`config.mk`:
```
export PLATFORM = sky130hd
export DESIGN_NAME = capture_ctrl
export DESIGN_NICKNAME = d
export VERILOG_FILES = /design/src/rtl/capture_ctrl.sv
export SDC_FILE = /design/constraint.sdc
export NUM_CORES = 1
export LEC_CHECK = 0
export BUFFER_PORTS_ARGS = -buffer_cell sky130_fd_sc_hd__clkbuf_2
export CAP_MARGIN = 10
export CORE_MARGIN = 2
export CORE_UTILIZATION = 55
export DETAILED_ROUTE_END_ITERATION = 7
export GPL_ROUTABILITY_DRIVEN = 1
export PLACE_DENSITY = 0.74
export SKIP_CTS_REPAIR_TIMING = 1
export SLEW_MARGIN = 20
export SYNTH_ARGS = -nofsm -noshare
export SYNTH_HDL_FRONTEND = slang
export SYNTH_SLANG_ARGS = --single-unit
```
`constraint.sdc`:
```
create_clock -name clk -period 5.42 [get_ports clk]
set_clock_uncertainty 0.1 [all_clocks]
set_input_delay 0.813 -clock clk [delete_from_list [all_inputs] [get_ports clk]]
set_output_delay 0.813 -clock clk [all_outputs]
set_load 0.05 [all_outputs]
```
`src/rtl/capture_ctrl.sv`:
```
// capture_ctrl: trace-buffer write controller for a circular capture RAM.
//   clk, rst_n            clock, asynchronous active-low reset
//   run, clr_done         start a capture / acknowledge a finished one
//   trig                  trigger pulse, honoured only while armed
//   trig_pos, decimator   post-trigger sample count and sample period
//                         exponent, both latched when a capture starts
//   we, cap_en, cap_addr  RAM ownership, write strobe and write address
//   trace_end             address of the last sample of the finished capture
//   armed, triggered, capture_done  status flags
module capture_ctrl #(
  parameter int ADDR_W = 9
) (
  input  logic              clk,
  input  logic              rst_n,
  input  logic              run,
  input  logic              clr_done,
  input  logic              trig,
  input  logic [ADDR_W-1:0] trig_pos,
  input  logic [3:0]        decimator,
  output logic              we,
  output logic              cap_en,
  output logic [ADDR_W-1:0] cap_addr,
  output logic [ADDR_W-1:0] trace_end,
  output logic              armed,
  output logic              triggered,
  output logic              capture_done
);

  typedef enum logic [2:0] {
    S_IDLE,
    S_PRE,
    S_ARMED,
    S_POST,
    S_DONE
  } state_t;

  localparam logic [ADDR_W:0] DEPTH = {1'b1, {ADDR_W{1'b0}}};

  state_t            state_q, state_d;
  logic [ADDR_W-1:0] cap_addr_q, cap_addr_d;
  logic [14:0]       dec_cnt_q, dec_cnt_d;
  logic [ADDR_W:0]   smpl_cnt_q, smpl_cnt_d;
  logic [ADDR_W-1:0] post_cnt_q, post_cnt_d;
  logic [ADDR_W-1:0] trace_end_q, trace_end_d;
  logic              triggered_q, triggered_d;
  logic [ADDR_W-1:0] trig_pos_q, trig_pos_d;
  logic [3:0]        dec_q, dec_d;

  logic              capturing;
  logic              sample;
  logic              start;
  logic [14:0]       dec_limit;
  logic [ADDR_W:0]   thresh;

  always_comb begin
    capturing = (state_q == S_PRE) || (state_q == S_ARMED) || (state_q == S_POST);
    dec_limit = (15'(1) << dec_q) - 15'd1;
    sample    = capturing && (dec_cnt_q == dec_limit);
    thresh    = DEPTH - {1'b0, trig_pos_q};
    start     = 1'b0;

    state_d     = state_q;
    cap_addr_d  = cap_addr_q;
    dec_cnt_d   = dec_cnt_q;
    smpl_cnt_d  = smpl_cnt_q;
    post_cnt_d  = post_cnt_q;
    trace_end_d = trace_end_q;
    triggered_d = triggered_q;
    trig_pos_d  = trig_pos_q;
    dec_d       = dec_q;

    // Counter updates are computed first so the state decisions below see
    // the post-edge values (a coincident sample counts before the decision).
    if (capturing) begin
      dec_cnt_d = sample ? '0 : dec_cnt_q + 15'd1;
      if (sample) begin
        cap_addr_d = cap_addr_q + ADDR_W'(1);
        if (smpl_cnt_q != DEPTH) begin
          smpl_cnt_d = smpl_cnt_q + (ADDR_W+1)'(1);
        end
      end
    end

    case (state_q)
      S_IDLE: begin
        if (run) start = 1'b1;
      end
      S_PRE: begin
        if (smpl_cnt_d >= thresh) state_d = S_ARMED;
      end
      S_ARMED: begin
        if (trig) begin
          if (trig_pos_q != '0) begin
            state_d     = S_POST;
            triggered_d = 1'b1;
            post_cnt_d  = '0;
          end else begin
            state_d     = S_DONE;
            trace_end_d = cap_addr_d - ADDR_W'(1);
          end
        end
      end
      S_POST: begin
        if (sample) post_cnt_d = post_cnt_q + ADDR_W'(1);
        if (post_cnt_d == trig_pos_q) begin
          state_d     = S_DONE;
          trace_end_d = cap_addr_d - ADDR_W'(1);
        end
      end
      S_DONE: begin
        if (run) begin
          start = 1'b1;
        end else if (clr_done) begin
          state_d     = S_IDLE;
          triggered_d = 1'b0;
        end
      end
      default: state_d = S_IDLE;
    endcase

    if (start) begin
      state_d     = S_PRE;
      cap_addr_d  = '0;
      dec_cnt_d   = '0;
      smpl_cnt_d  = '0;
      post_cnt_d  = '0;
      triggered_d = 1'b0;
      trig_pos_d  = trig_pos;
      dec_d       = decimator;
    end
  end

  always_ff @(posedge clk or negedge rst_n) begin
    if (!rst_n) begin
      state_q     <= S_IDLE;
      cap_addr_q  <= '0;
      dec_cnt_q   <= '0;
      smpl_cnt_q  <= '0;
      post_cnt_q  <= '0;
      trace_end_q <= '0;
      triggered_q <= 1'b0;
      trig_pos_q  <= '0;
      dec_q       <= '0;
    end else begin
      state_q     <= state_d;
      cap_addr_q  <= cap_addr_d;
      dec_cnt_q   <= dec_cnt_d;
      smpl_cnt_q  <= smpl_cnt_d;
      post_cnt_q  <= post_cnt_d;
      trace_end_q <= trace_end_d;
      triggered_q <= triggered_d;
      trig_pos_q  <= trig_pos_d;
      dec_q       <= dec_d;
    end
  end

  // Every output comes from a flop or from the state alone.
  assign we           = capturing;
  assign cap_en       = sample;
  assign cap_addr     = cap_addr_q;
  assign trace_end    = trace_end_q;
  assign armed        = (state_q == S_ARMED);
  assign triggered    = triggered_q;
  assign capture_done = (state_q == S_DONE);

endmodule

```
==> impl_metrics.csv, run 1 <==
group,metric,value,unit
global_routing,grt_overflow,0,
placed_design,place_congestion,0.8682,
global_routing,grt_pass1_vias,3974,
die,initial_core_util,0.5679,
power_and_ir_drop,p_leak,2.480,nW
timing,finalSetupViolCount,0,
critical_path,max_stage_delay,0.52,ns
drt,wirelength,11.55,mm
die,io_pins,41,
drt,drt_iter0_drc,243,
logic_synthesis,synth_xor_area_frac,0.09197,
logic_synthesis,syn-mean-instance-area,8.812,um^2
die,die_h,98.89,um
die,fp.dieW,98.89,um
global_routing,grt_first_pass_wirelength,19.49,mm
min_path,hold_class,"flip-flop to flip-flop",
finish,drive_gt1_frac,0.1692,
timing,relSlewSlack,0.4072,
flow_run,drv_cap,0,
die,rows,34,
logic_synthesis,synthesis.nets,599,
power_and_ir_drop,p_sw,1.205,mW
logic_synthesis,synthMuxAreaShare,0.06064,
global_routing,track_usage,0.2427,
critical_path,cpMostUsedCell,"a21o_1",
logic_synthesis,synth_top_family_by_area,"simple AND/OR/NAND/NOR gates",
clocking,cts_buffers,9,
die,die_area,9779,um^2
timing,report.final.slew_viol_count,0,
critical_path,path_max_fanout,4,
power_and_ir_drop,p_comb_frac,0.539,
drt,drc,0,
finish,final_cell_mix,"69 x dfrtp_1, 56 x o21ai_0, 47 x nor2_1",
logic_synthesis,ys_ff_latch,69,
timing,post-route-period-util,0.9230,
logic_synthesis,synth_edf_count,0,
logic_synthesis,synthTopCellsByArea,"dfrtp_1 35%, xor2_1 5.8%, o21ai_0 5.7%, ha_1 4.8%, nor2_1 3.6%",
placed_design,dp_slack,0.3217,ns
logic_synthesis,synthFlopType,"dfrtp_1",
finish,instances_no_fill,705,
logic_synthesis,async_reset_ff_frac,1.000,
clocking,clk_latency,0.34,ns
drt,vias,4264,
timing,rsz0062_at_grt,"no",
placed_design,dp_hpwl,8.212,mm
critical_path,crit_type,"flip-flop to flip-flop",
logic_synthesis,yosys.area_share.simple,0.2468,
logic_synthesis,ys_seq_area_frac,0.3487,
critical_path,crit_slowest_cell,"or4bb_1",
timing,clock.fmax,199.9,MHz
logic_synthesis,post-synth-top-area-fraction,0.3487,
die,coreArea,8721,um^2
drt,final_antenna_net_count,0,
timing,worst_pin_slew,0.8891,ns
power_and_ir_drop,p_clk_frac,0.146,
drt,vias_per_cell,6.048,
timing,period_minus_slack,5.003,ns
critical_path,worstPathArrival,5.12,ns
drt,wl_per_cell,16.38,um
finish,final_nets,630,
power_and_ir_drop,p_sw_frac,0.4721,
clocking,cts_tree,"yes",
power_and_ir_drop,peakVddDrop,0.2794,mV
clocking,cts.htree.levels,3,
critical_path,start_kind,"flip-flop",
placed_design,numPortBuffers,40,
global_routing,grt_max_degree,70,
finish,diodes,0,
critical_path,cp_data_required_time,5.54,ns
timing,fin_setup_tns,0,ns
status,outcome,"finished, final reports clean",
logic_synthesis,synth_fa_ha_area_frac,0.05028,
logic_synthesis,synth_top_area_cell,"dfrtp_1",
logic_synthesis,netlist_area,4952,um^2
finish,layout_commonest_cell,"dfrtp_1",
power_and_ir_drop,p_seq_frac,0.315,
logic_synthesis,synthDistinctLibCells,61,
clocking,cts_root_buf,"clkbuf_8",
timing,hold_viol_final,0,
timing,layout_setup_ws,0.4172,ns
power_and_ir_drop,internal-power,1.347,mW
logic_synthesis,syn_inst,562,
global_routing,antenna_found_initial,0,
logic_synthesis,synth_compound_area_frac,0.1597,
drt,drt-pass1-iter-count,5,
logic_synthesis,yosys_warnings,0,
clocking,clock-sinks,69,
critical_path,end_kind,"flip-flop",
power_and_ir_drop,power.density,471.8,nW/um^2
clocking,path_clk_slew,0.07,ns
clocking,cts.path.max_buffers,2,
finish,area_delta_synth_final,9.222,%
critical_path,crit_chain,"nor3_2, nand2b_1, ha_1, or4bb_1, a211o_1, o211ai_1, nand4_1, nor4_2, nand2_1, a31oi_1, xnor2_1, ha_1, nand2b_1, a21o_1, a21o_1, a21o_1, a21o_1, a21o_1, a211oi_1, o21ai_0, nand4b_1, o211ai_1",
placed_design,dp_cells,690,
==> power by group through the flow <==
stage / sequential [mW] / clock, mW / combinational, mW
floorplan: 0.850 / 0 / 1.00
global placement: 0.802 / 0 / 1.32
detailed placement: 0.807 / 0 / 1.35
CTS: 0.797 / 0.381 / 1.36
global route: 0.821 / 0.400 / 1.51
finish: 0.805 / 0.373 / 1.37
==> area by class of cell <==
class | instances | area [um^2]
tap | 108 | 135.1
clock buffer | 13 | 148.9
timing repair buffer | 49 | 267.8
inverter | 23 | 86.33
clock inverter | 2 | 10.01
sequential | 69 | 1727
fill | 738 | 3312
multi-input combinational | 441 | 3034
==> Yosys cell counts (3+ instances only) <==
| master | instances |
|---|---|
| a211oi_1 | 5 |
| a21boi_0 | 4 |
| a21o_1 | 9 |
| a21oi_1 | 21 |
| a31oi_1 | 5 |
| and3_1 | 18 |
| and4_1 | 3 |
| buf_2 | 4 |
| clkbuf_1 | 24 |
| dfrtp_1 | 69 |
| ha_1 | 19 |
| inv_1 | 23 |
| mux2_2 | 12 |
| mux2_4 | 7 |
| mux2i_1 | 6 |
| nand2_1 | 39 |
| nand2b_1 | 18 |
| nand3_1 | 19 |
| nand3b_1 | 3 |
| nand4_1 | 10 |
| nand4b_1 | 3 |
| nor2_1 | 47 |
| nor2b_1 | 12 |
| nor3_1 | 7 |
| nor4_1 | 6 |
| nor4b_1 | 4 |
| o211ai_1 | 8 |
| o21ai_0 | 56 |
| or3_1 | 3 |
| or3b_2 | 3 |
| or4_1 | 4 |
| xnor2_1 | 19 |
| xor2_1 | 33 |
==> worst paths after layout <==
kind | cells past startpoint | from | end | slack [ns]
min in group asynchronous | 2 | rst_n | trace_end[7] | 0.55
max in group asynchronous | 2 | rst_n | dec_cnt_q[10] | 4.07
min | 1 | trace_end[4] | trace_end[4] | 0.42
max | 22 | dec_q[2] | state_q[1] | 0.42
max reg2reg | 22 | dec_q[2] | state_q[1] | 0.42
min reg2reg | 1 | trace_end[4] | trace_end[4] | 0.42
==> per-layer routing <==
layer  wire [um]  global-route usage  up-vias
met5           0                   0        -
met4         153             0.07798        0
met3         597             0.03830       16
met2        5399              0.3607      136
met1        5400              0.3626     2043
li1            -                   -     2069
==> worst max-delay path, delay by kind of cell, from the launching register on <==
kind	cells	cell delay, ns
adders and majority gates	2	0.48
DFF	1	0.40
xor gates and xnor gates	1	0.18
and+or+nand+nor	8	1.79
AOI/OAI and AO/OA	11	1.94
==> through the flow <==
step	util	hold slack (ns)	power (mW)	area, um^2
final	0.6202	0.4168	2.552	5409
after global routing	0.6202	0.4279	2.736	5409
after CTS	0.6184	0.4197	2.541	5393
after detailed placement	0.6001	0.3973	2.158	5234
after global placement	0.6001	0.3978	2.117	5234
after floorplan	-	0.3845	1.851	4952
==> flip-flops by register name, summed over array words and instances, names as in the netlist <==
name and flops:
state_q 3, trace_end 9, trig_pos_q 9, dec_cnt_q 15, triggered 1, cap_addr 9
smpl_cnt_q 10, post_cnt_q 9, dec_q 4
==> logic make-up after synthesis <==
group	after synthesis
AOI/OAI and AO/OA	127
xor gates and xnor gates	52
adders and majority gates	20
buffers and inverters	52
DFF	69
muxes	25
and+or+nand+nor	217
Power figures use the tool's default switching activity.
==> run 2, diff against run 1 <==
--- a/config.mk
+++ b/config.mk
@@ -11,6 +11,7 @@
 export CORE_UTILIZATION = 55
 export DETAILED_ROUTE_END_ITERATION = 7
 export GPL_ROUTABILITY_DRIVEN = 1
+export GPL_TIMING_DRIVEN = 0
 export PLACE_DENSITY = 0.74
 export SKIP_CTS_REPAIR_TIMING = 1
 export SLEW_MARGIN = 20
==> run 2 against run 1 <==
Against the previous run: flip-flop and latch count did not move; sequential power fell by 5.3%; power rose by 3.2%; count of clock-buffer cells in the layout fell by 3; critical endpoint unchanged; largest power group unchanged; clock power rose by 11%; global-route usage rose by 0.68 points; sequential share of layout area fell by 1.0 points; die area did not move.
==> impl_metrics.csv, run 2 (synthesis gave the netlist of run 1 again) <==
group,metric,value,unit
status,outcome,"finished, final reports clean",
timing,period_minus_slack,5.095,ns
finish,final_cell_area,5588,um^2
power_and_ir_drop,p_seq_frac,0.289,
clocking,cts_buffers,9,
power_and_ir_drop,p_clk_frac,0.157,
power_and_ir_drop,p_comb_frac,0.554,
critical_path,end_kind,"flip-flop",
drt,vias_per_cell,5.966,
power_and_ir_drop,peakVddDrop,0.2564,mV
drt,drt-pass1-iter-count,5,
global_routing,grt_first_pass_wirelength,19.95,mm
finish,final_cell_mix,"69 x dfrtp_1, 55 x o21ai_0, 47 x nor2_1",
critical_path,path_max_fanout,10,
timing,clock.fmax,196.3,MHz
timing,hold_viol_final,0,
drt,drc,0,
die,coreArea,8721,um^2
min_path,hold_class,"input pin to async pin",
critical_path,path_delay_family,"compound AO/OA/AOI/OAI gates",
die,rows,34,
drt,vias,4373,
critical_path,max_stage_delay,0.55,ns
finish,layout_commonest_cell,"dfrtp_1",
timing,relSlewSlack,0.2475,
clocking,cts_root_buf,"clkbuf_8",
finish,multi_input_area,3059,um^2
finish,fillers,735,
die,initial_core_util,0.5679,
die,fp.dieW,98.89,um
finish,diodes,0,
die,die_h,98.89,um
clocking,clock-sinks,69,
placed_design,dp_hpwl,8.704,mm
placed_design,place_congestion,0.9035,
global_routing,use_met1,0.3738,
global_routing,grt_max_degree,42,
global_routing,busiest_layer,"met1",
global_routing,track_usage,0.2496,
power_and_ir_drop,p_leak,2.553,nW
clocking,cts.htree.levels,3,
die,die_area,9779,um^2
finish,area_delta_synth_final,12.83,%
drt,wl_per_cell,16.12,um
timing,whs,0.3217,ns
clocking,cts.path.max_buffers,2,
flow_run,drv_cap,0,
power_and_ir_drop,p_sw_frac,0.4685,
drt,final_antenna_net_count,0,
placed_design,place_area,5310,um^2
critical_path,start_kind,"flip-flop",
finish,instances_no_fill,733,
global_routing,met3_usage,0.04043,
critical_path,cpMostUsedCell,"a21o_1",
finish,drive_gt1_frac,0.1792,
global_routing,grt_overflow,0,
die,io_pins,41,
critical_path,cp.buffers_inverters,1,
critical_path,worstPathArrival,5.21,ns
finish,largest_register_ffs,15,
finish,reg_top3,"dec_cnt_q: 15 flops, smpl_cnt_q: 10 flops",
finish,final_nets,658,
drt,wirelength,11.82,mm
critical_path,crit_type,"flip-flop to flip-flop",
finish,post-route-util,0.6407,
finish,regMostFlops,"dec_cnt_q",
global_routing,use_met2,0.3675,
timing,report.final.slew_viol_count,0,
placed_design,numPortBuffers,40,
timing,post-route-period-util,0.9401,
timing,finalSetupViolCount,0,
power_and_ir_drop,power.density,471.3,nW/um^2
clocking,path_clk_slew,0.08,ns
drt,drt_iter0_drc,246,
critical_path,crit_chain,"buf_2, nor3_4, nand2b_1, ha_1, or4bb_1, a211o_1, o211ai_1, nand4_1, nor4_4, nand2_2, a31oi_2, xnor2_1, ha_1, nand2b_1, a21o_1, a21o_1, a21o_1, a21o_1, a21o_1, a211oi_1, o21ai_1, nand4b_1, o211ai_1",
power_and_ir_drop,p_sw,1.234,mW
critical_path,cp_data_required_time,5.54,ns
clocking,clk_latency,0.34,ns
global_routing,antenna_found_initial,0,
timing,worst_pin_slew,1.126,ns
placed_design,dp_cells,711,
global_routing,grt_pass1_vias,4063,
critical_path,crit_slowest_cell,"or4bb_1",
finish,seq_area,1727,um^2
power_and_ir_drop,internal-power,1.400,mW
clocking,cts_tree,"yes",
-- run 2: cell count changes in the layout (fill, tap and decap cells not counted), moves of 2 or more --
cell	delta
buf_4	-2
clkbuf_1	+19
clkbuf_2	+3
buf_2	+3
-- run 2: power groups by stage --
stage               Sequential (mW)  Clock [mW]  Combinational (mW)
finish                        0.762       0.413                1.46
global route                  0.779       0.438                1.61
CTS                           0.758       0.418                1.42
detailed placement            0.768           0                1.41
global placement              0.763           0                1.37
floorplan                     0.850           0                1.00
-- run 2: worst reg2reg max path, cell delays in order (launching register included) --
cell and delay [ns]:
dfrtp_1 0.40, buf_2 0.19, nor3_4 0.22, nand2b_1 0.08
ha_1 0.24, or4bb_1 0.55, a211o_1 0.28, o211ai_1 0.13
nand4_1 0.22, nor4_4 0.23, nand2_2 0.14, a31oi_2 0.22
xnor2_1 0.18, ha_1 0.27, nand2b_1 0.14, a21o_1 0.17
a21o_1 0.17, a21o_1 0.17, a21o_1 0.16, a21o_1 0.18
a211oi_1 0.22, o21ai_1 0.13, nand4b_1 0.11, o211ai_1 0.10
-- run 2: path summary, 6_finish.rpt --
| path | from | endpoint | slack [ns] | depth (start not counted) |
|---|---|---|---|---|
| worst max-delay path | dec_q[1] | state_q[1] | 0.32 | 23 |
| worst min-delay path | rst_n | cap_addr[7] | 0.32 | 1 |
| worst max register to register | dec_q[1] | state_q[1] | 0.32 | 23 |
| worst min register to register | trace_end[8] | trace_end[8] | 0.41 | 1 |
| max in group asynchronous | rst_n | smpl_cnt_q[8] | 4.32 | 2 |
| min in group clk | trace_end[8] | trace_end[8] | 0.41 | 1 |
-- run 2: metrics by stage --
stage                     setup WS (ns)  setup TNS [ns]  total power [mW]
after floorplan                  0.2928               0             1.851
after global placement          -0.3179         -0.5190             2.136
after detailed placement        -0.2594         -0.4305             2.181
after CTS                       -0.3525         -0.6258             2.596
after global routing           -0.02870        -0.02870             2.830
final                            0.3245               0             2.633
-- run 2: layer usage --
metal  vias up  part of all wire
met1      2117              0.48
met3        12             0.050
met4         0             0.012
met5         -                 0
met2       120              0.46
li1       2124                 -
-- run 2: final cells by class --
type | count | area share
timing repair buffer | 48 | 0.04926
sequential | 69 | 0.3090
tap | 108 | 0.02418
inverter | 23 | 0.01545
buffer | 29 | 0.02239
clock buffer | 10 | 0.02284
clock inverter | 5 | 0.009404
multi-input combinational | 441 | 0.5475
==> run 3, diff against run 2 <==
--- a/config.mk
+++ b/config.mk
@@ -12,6 +12,7 @@
 export DETAILED_ROUTE_END_ITERATION = 7
 export GPL_ROUTABILITY_DRIVEN = 1
 export GPL_TIMING_DRIVEN = 0
+export MAX_ROUTING_LAYER = met4
 export PLACE_DENSITY = 0.74
 export SKIP_CTS_REPAIR_TIMING = 1
 export SLEW_MARGIN = 20
==> run 3 against run 2 <==
Against the previous run: via count rose by 2.4%; global-route usage increased by 1.6 points; die area stayed put; power fell by 0.56%; register-to-register slack lost 0.06 ns; setup slack worse by 0.060 ns; critical endpoint unchanged.
==> impl_metrics.csv, run 3 (synthesis gave the netlist of run 1 again) <==
group,metric,value,unit
status,outcome,"finished, final reports clean",
drt,vias_per_cell,6.091,
power_and_ir_drop,peakVddDrop,0.3131,mV
finish,area_delta_synth_final,13.34,%
global_routing,met3_usage,0.03404,
power_and_ir_drop,p_leak,2.563,nW
timing,period_minus_slack,5.156,ns
clocking,cts_buffers,9,
finish,final_cell_area,5613,um^2
clocking,cts_tree,"yes",
flow_run,drv_cap,0,
timing,finalSetupViolCount,0,
global_routing,use_met1,0.3639,
timing,hold_viol_final,0,
power_and_ir_drop,power.density,466.5,nW/um^2
power_and_ir_drop,internal-power,1.373,mW
clocking,cts.htree.levels,3,
drt,wirelength,12.25,mm
global_routing,grt_pass1_vias,4290,
finish,drive_gt1_frac,0.1834,
min_path,hold_class,"input pin to async pin",
clocking,cts.path.max_buffers,2,
power_and_ir_drop,p_clk_frac,0.141,
power_and_ir_drop,p_seq_frac,0.292,
critical_path,start_kind,"flip-flop",
finish,final_cell_mix,"69 x dfrtp_1, 55 x o21ai_0, 47 x nor2_1",
power_and_ir_drop,p_sw,1.246,mW
placed_design,dp_slack,-0.4098,ns
critical_path,end_kind,"flip-flop",
global_routing,grt_max_degree,41,
clocking,path_clk_slew,0.07,ns
die,io_pins,41,
critical_path,worstPathArrival,5.27,ns
placed_design,numPortBuffers,40,
global_routing,busiest_layer,"met2",
drt,wl_per_cell,16.67,um
power_and_ir_drop,p_comb_frac,0.568,
drt,drt_iter0_drc,360,
global_routing,use_met2,0.4163,
power_and_ir_drop,finalPower,2.619,mW
die,rows,34,
timing,fin_setup_tns,0,ns
drt,drc,0,
finish,final_nets,660,
die,coreArea,8721,um^2
clocking,cts_root_buf,"clkbuf_8",
global_routing,antenna_found_initial,0,
clocking,clock-sinks,69,
clocking,clk_latency,0.35,ns
drt,drt-pass1-iter-count,5,
finish,diodes,0,
die,initial_core_util,0.5679,
global_routing,track_usage,0.2659,
critical_path,crit_type,"flip-flop to flip-flop",
timing,layout_setup_ws,0.2644,ns
timing,clock.fmax,194.0,MHz
finish,fillers,734,
timing,post-route-period-util,0.9512,
finish,regMostFlops,"dec_cnt_q",
critical_path,path_max_fanout,10,
die,die_h,98.89,um
global_routing,grt_first_pass_wirelength,20.75,mm
placed_design,place_congestion,0.9310,
finish,largest_register_ffs,15,
die,die_area,9779,um^2
critical_path,cp_data_required_time,5.54,ns
finish,multi_input_area,3090,um^2
finish,layout_commonest_cell,"dfrtp_1",
finish,post-route-util,0.6436,
die,fp.dieW,98.89,um
placed_design,dp_hpwl,8.806,mm
drt,vias,4477,
timing,report.final.slew_viol_count,0,
drt,final_antenna_net_count,0,
finish,seq_area,1727,um^2
finish,reg_top3,"dec_cnt_q: 15 flops, smpl_cnt_q: 10 flops",
power_and_ir_drop,p_sw_frac,0.4757,
timing,relSlewSlack,0.3722,
timing,worst_pin_slew,0.9286,ns
global_routing,grt_overflow,0,
placed_design,place_area,5310,um^2
==> run 3: cell types whose count changed in the layout (fill, tap and decap cells not counted), sizes merged <==
cell	change
clkinvlp	-1
buf	+2
bufinv	-1
clkbuf	+3
clkinv	-1
==> run 3: stage by stage <==
step	std cells	hold slack, ns
floorplan	562	0.3845
global placement	710	0.3959
detailed placement	711	0.3976
CTS	726	0.3404
global route	735	0.3532
finish	735	0.3261
==> run 3: area by class of cell <==
cell class | count | area share
plain buffers | 29 | 0.02229
clock buffers | 13 | 0.02653
clock inverters | 2 | 0.001783
inverters | 23 | 0.01538
multi-input cells | 441 | 0.5506
flip-flops and latches | 69 | 0.3076
well taps | 108 | 0.02407
repair buffers | 50 | 0.05172
==> run 3: power by group through the flow <==
stage | sequential, mW | clock, mW | combinational (mW)
after global placement | 0.762 | 0 | 1.37
after detailed placement | 0.769 | 0 | 1.41
after CTS | 0.760 | 0.374 | 1.43
final | 0.764 | 0.368 | 1.49
after global routing | 0.781 | 0.398 | 1.64
after floorplan | 0.850 | 0 | 1.00
==> run 3: worst max-delay path, stage by stage, from the launching register on <==
cell	delay [ns]
dfrtp_1	0.40
buf_2	0.19
nor3_4	0.23
nand2b_1	0.08
ha_1	0.23
or4bb_1	0.53
a211o_1	0.27
o211ai_1	0.15
nand4_1	0.24
nor4_4	0.30
nand2_4	0.12
a31oi_4	0.21
xnor2_2	0.15
ha_1	0.26
nand2b_1	0.14
a21o_1	0.18
a21o_1	0.17
a21o_1	0.17
a21o_1	0.18
a21o_1	0.19
a211oi_2	0.22
o21ai_1	0.12
nand4b_1	0.10
o211ai_1	0.10
==> run 3: final timing paths <==
kind / startpoint / to / slack (ns) / cells after the start
worst min register to register: trace_end[0] / trace_end[0] / 0.41 / 1
worst min-delay path: rst_n / cap_addr[6] / 0.33 / 1
min in group clk: trace_end[0] / trace_end[0] / 0.41 / 1
worst max register to register: dec_q[1] / state_q[1] / 0.26 / 23
worst max-delay path: dec_q[1] / state_q[1] / 0.26 / 23
max in group asynchronous: rst_n / state_q[1] / 4.33 / 2
==> run 3: layer usage <==
metal  share of wire  up-vias
met5               0        -
met4           0.015        0
met3           0.042       20
met2            0.47      135
met1            0.47     2194
li1                -     2128
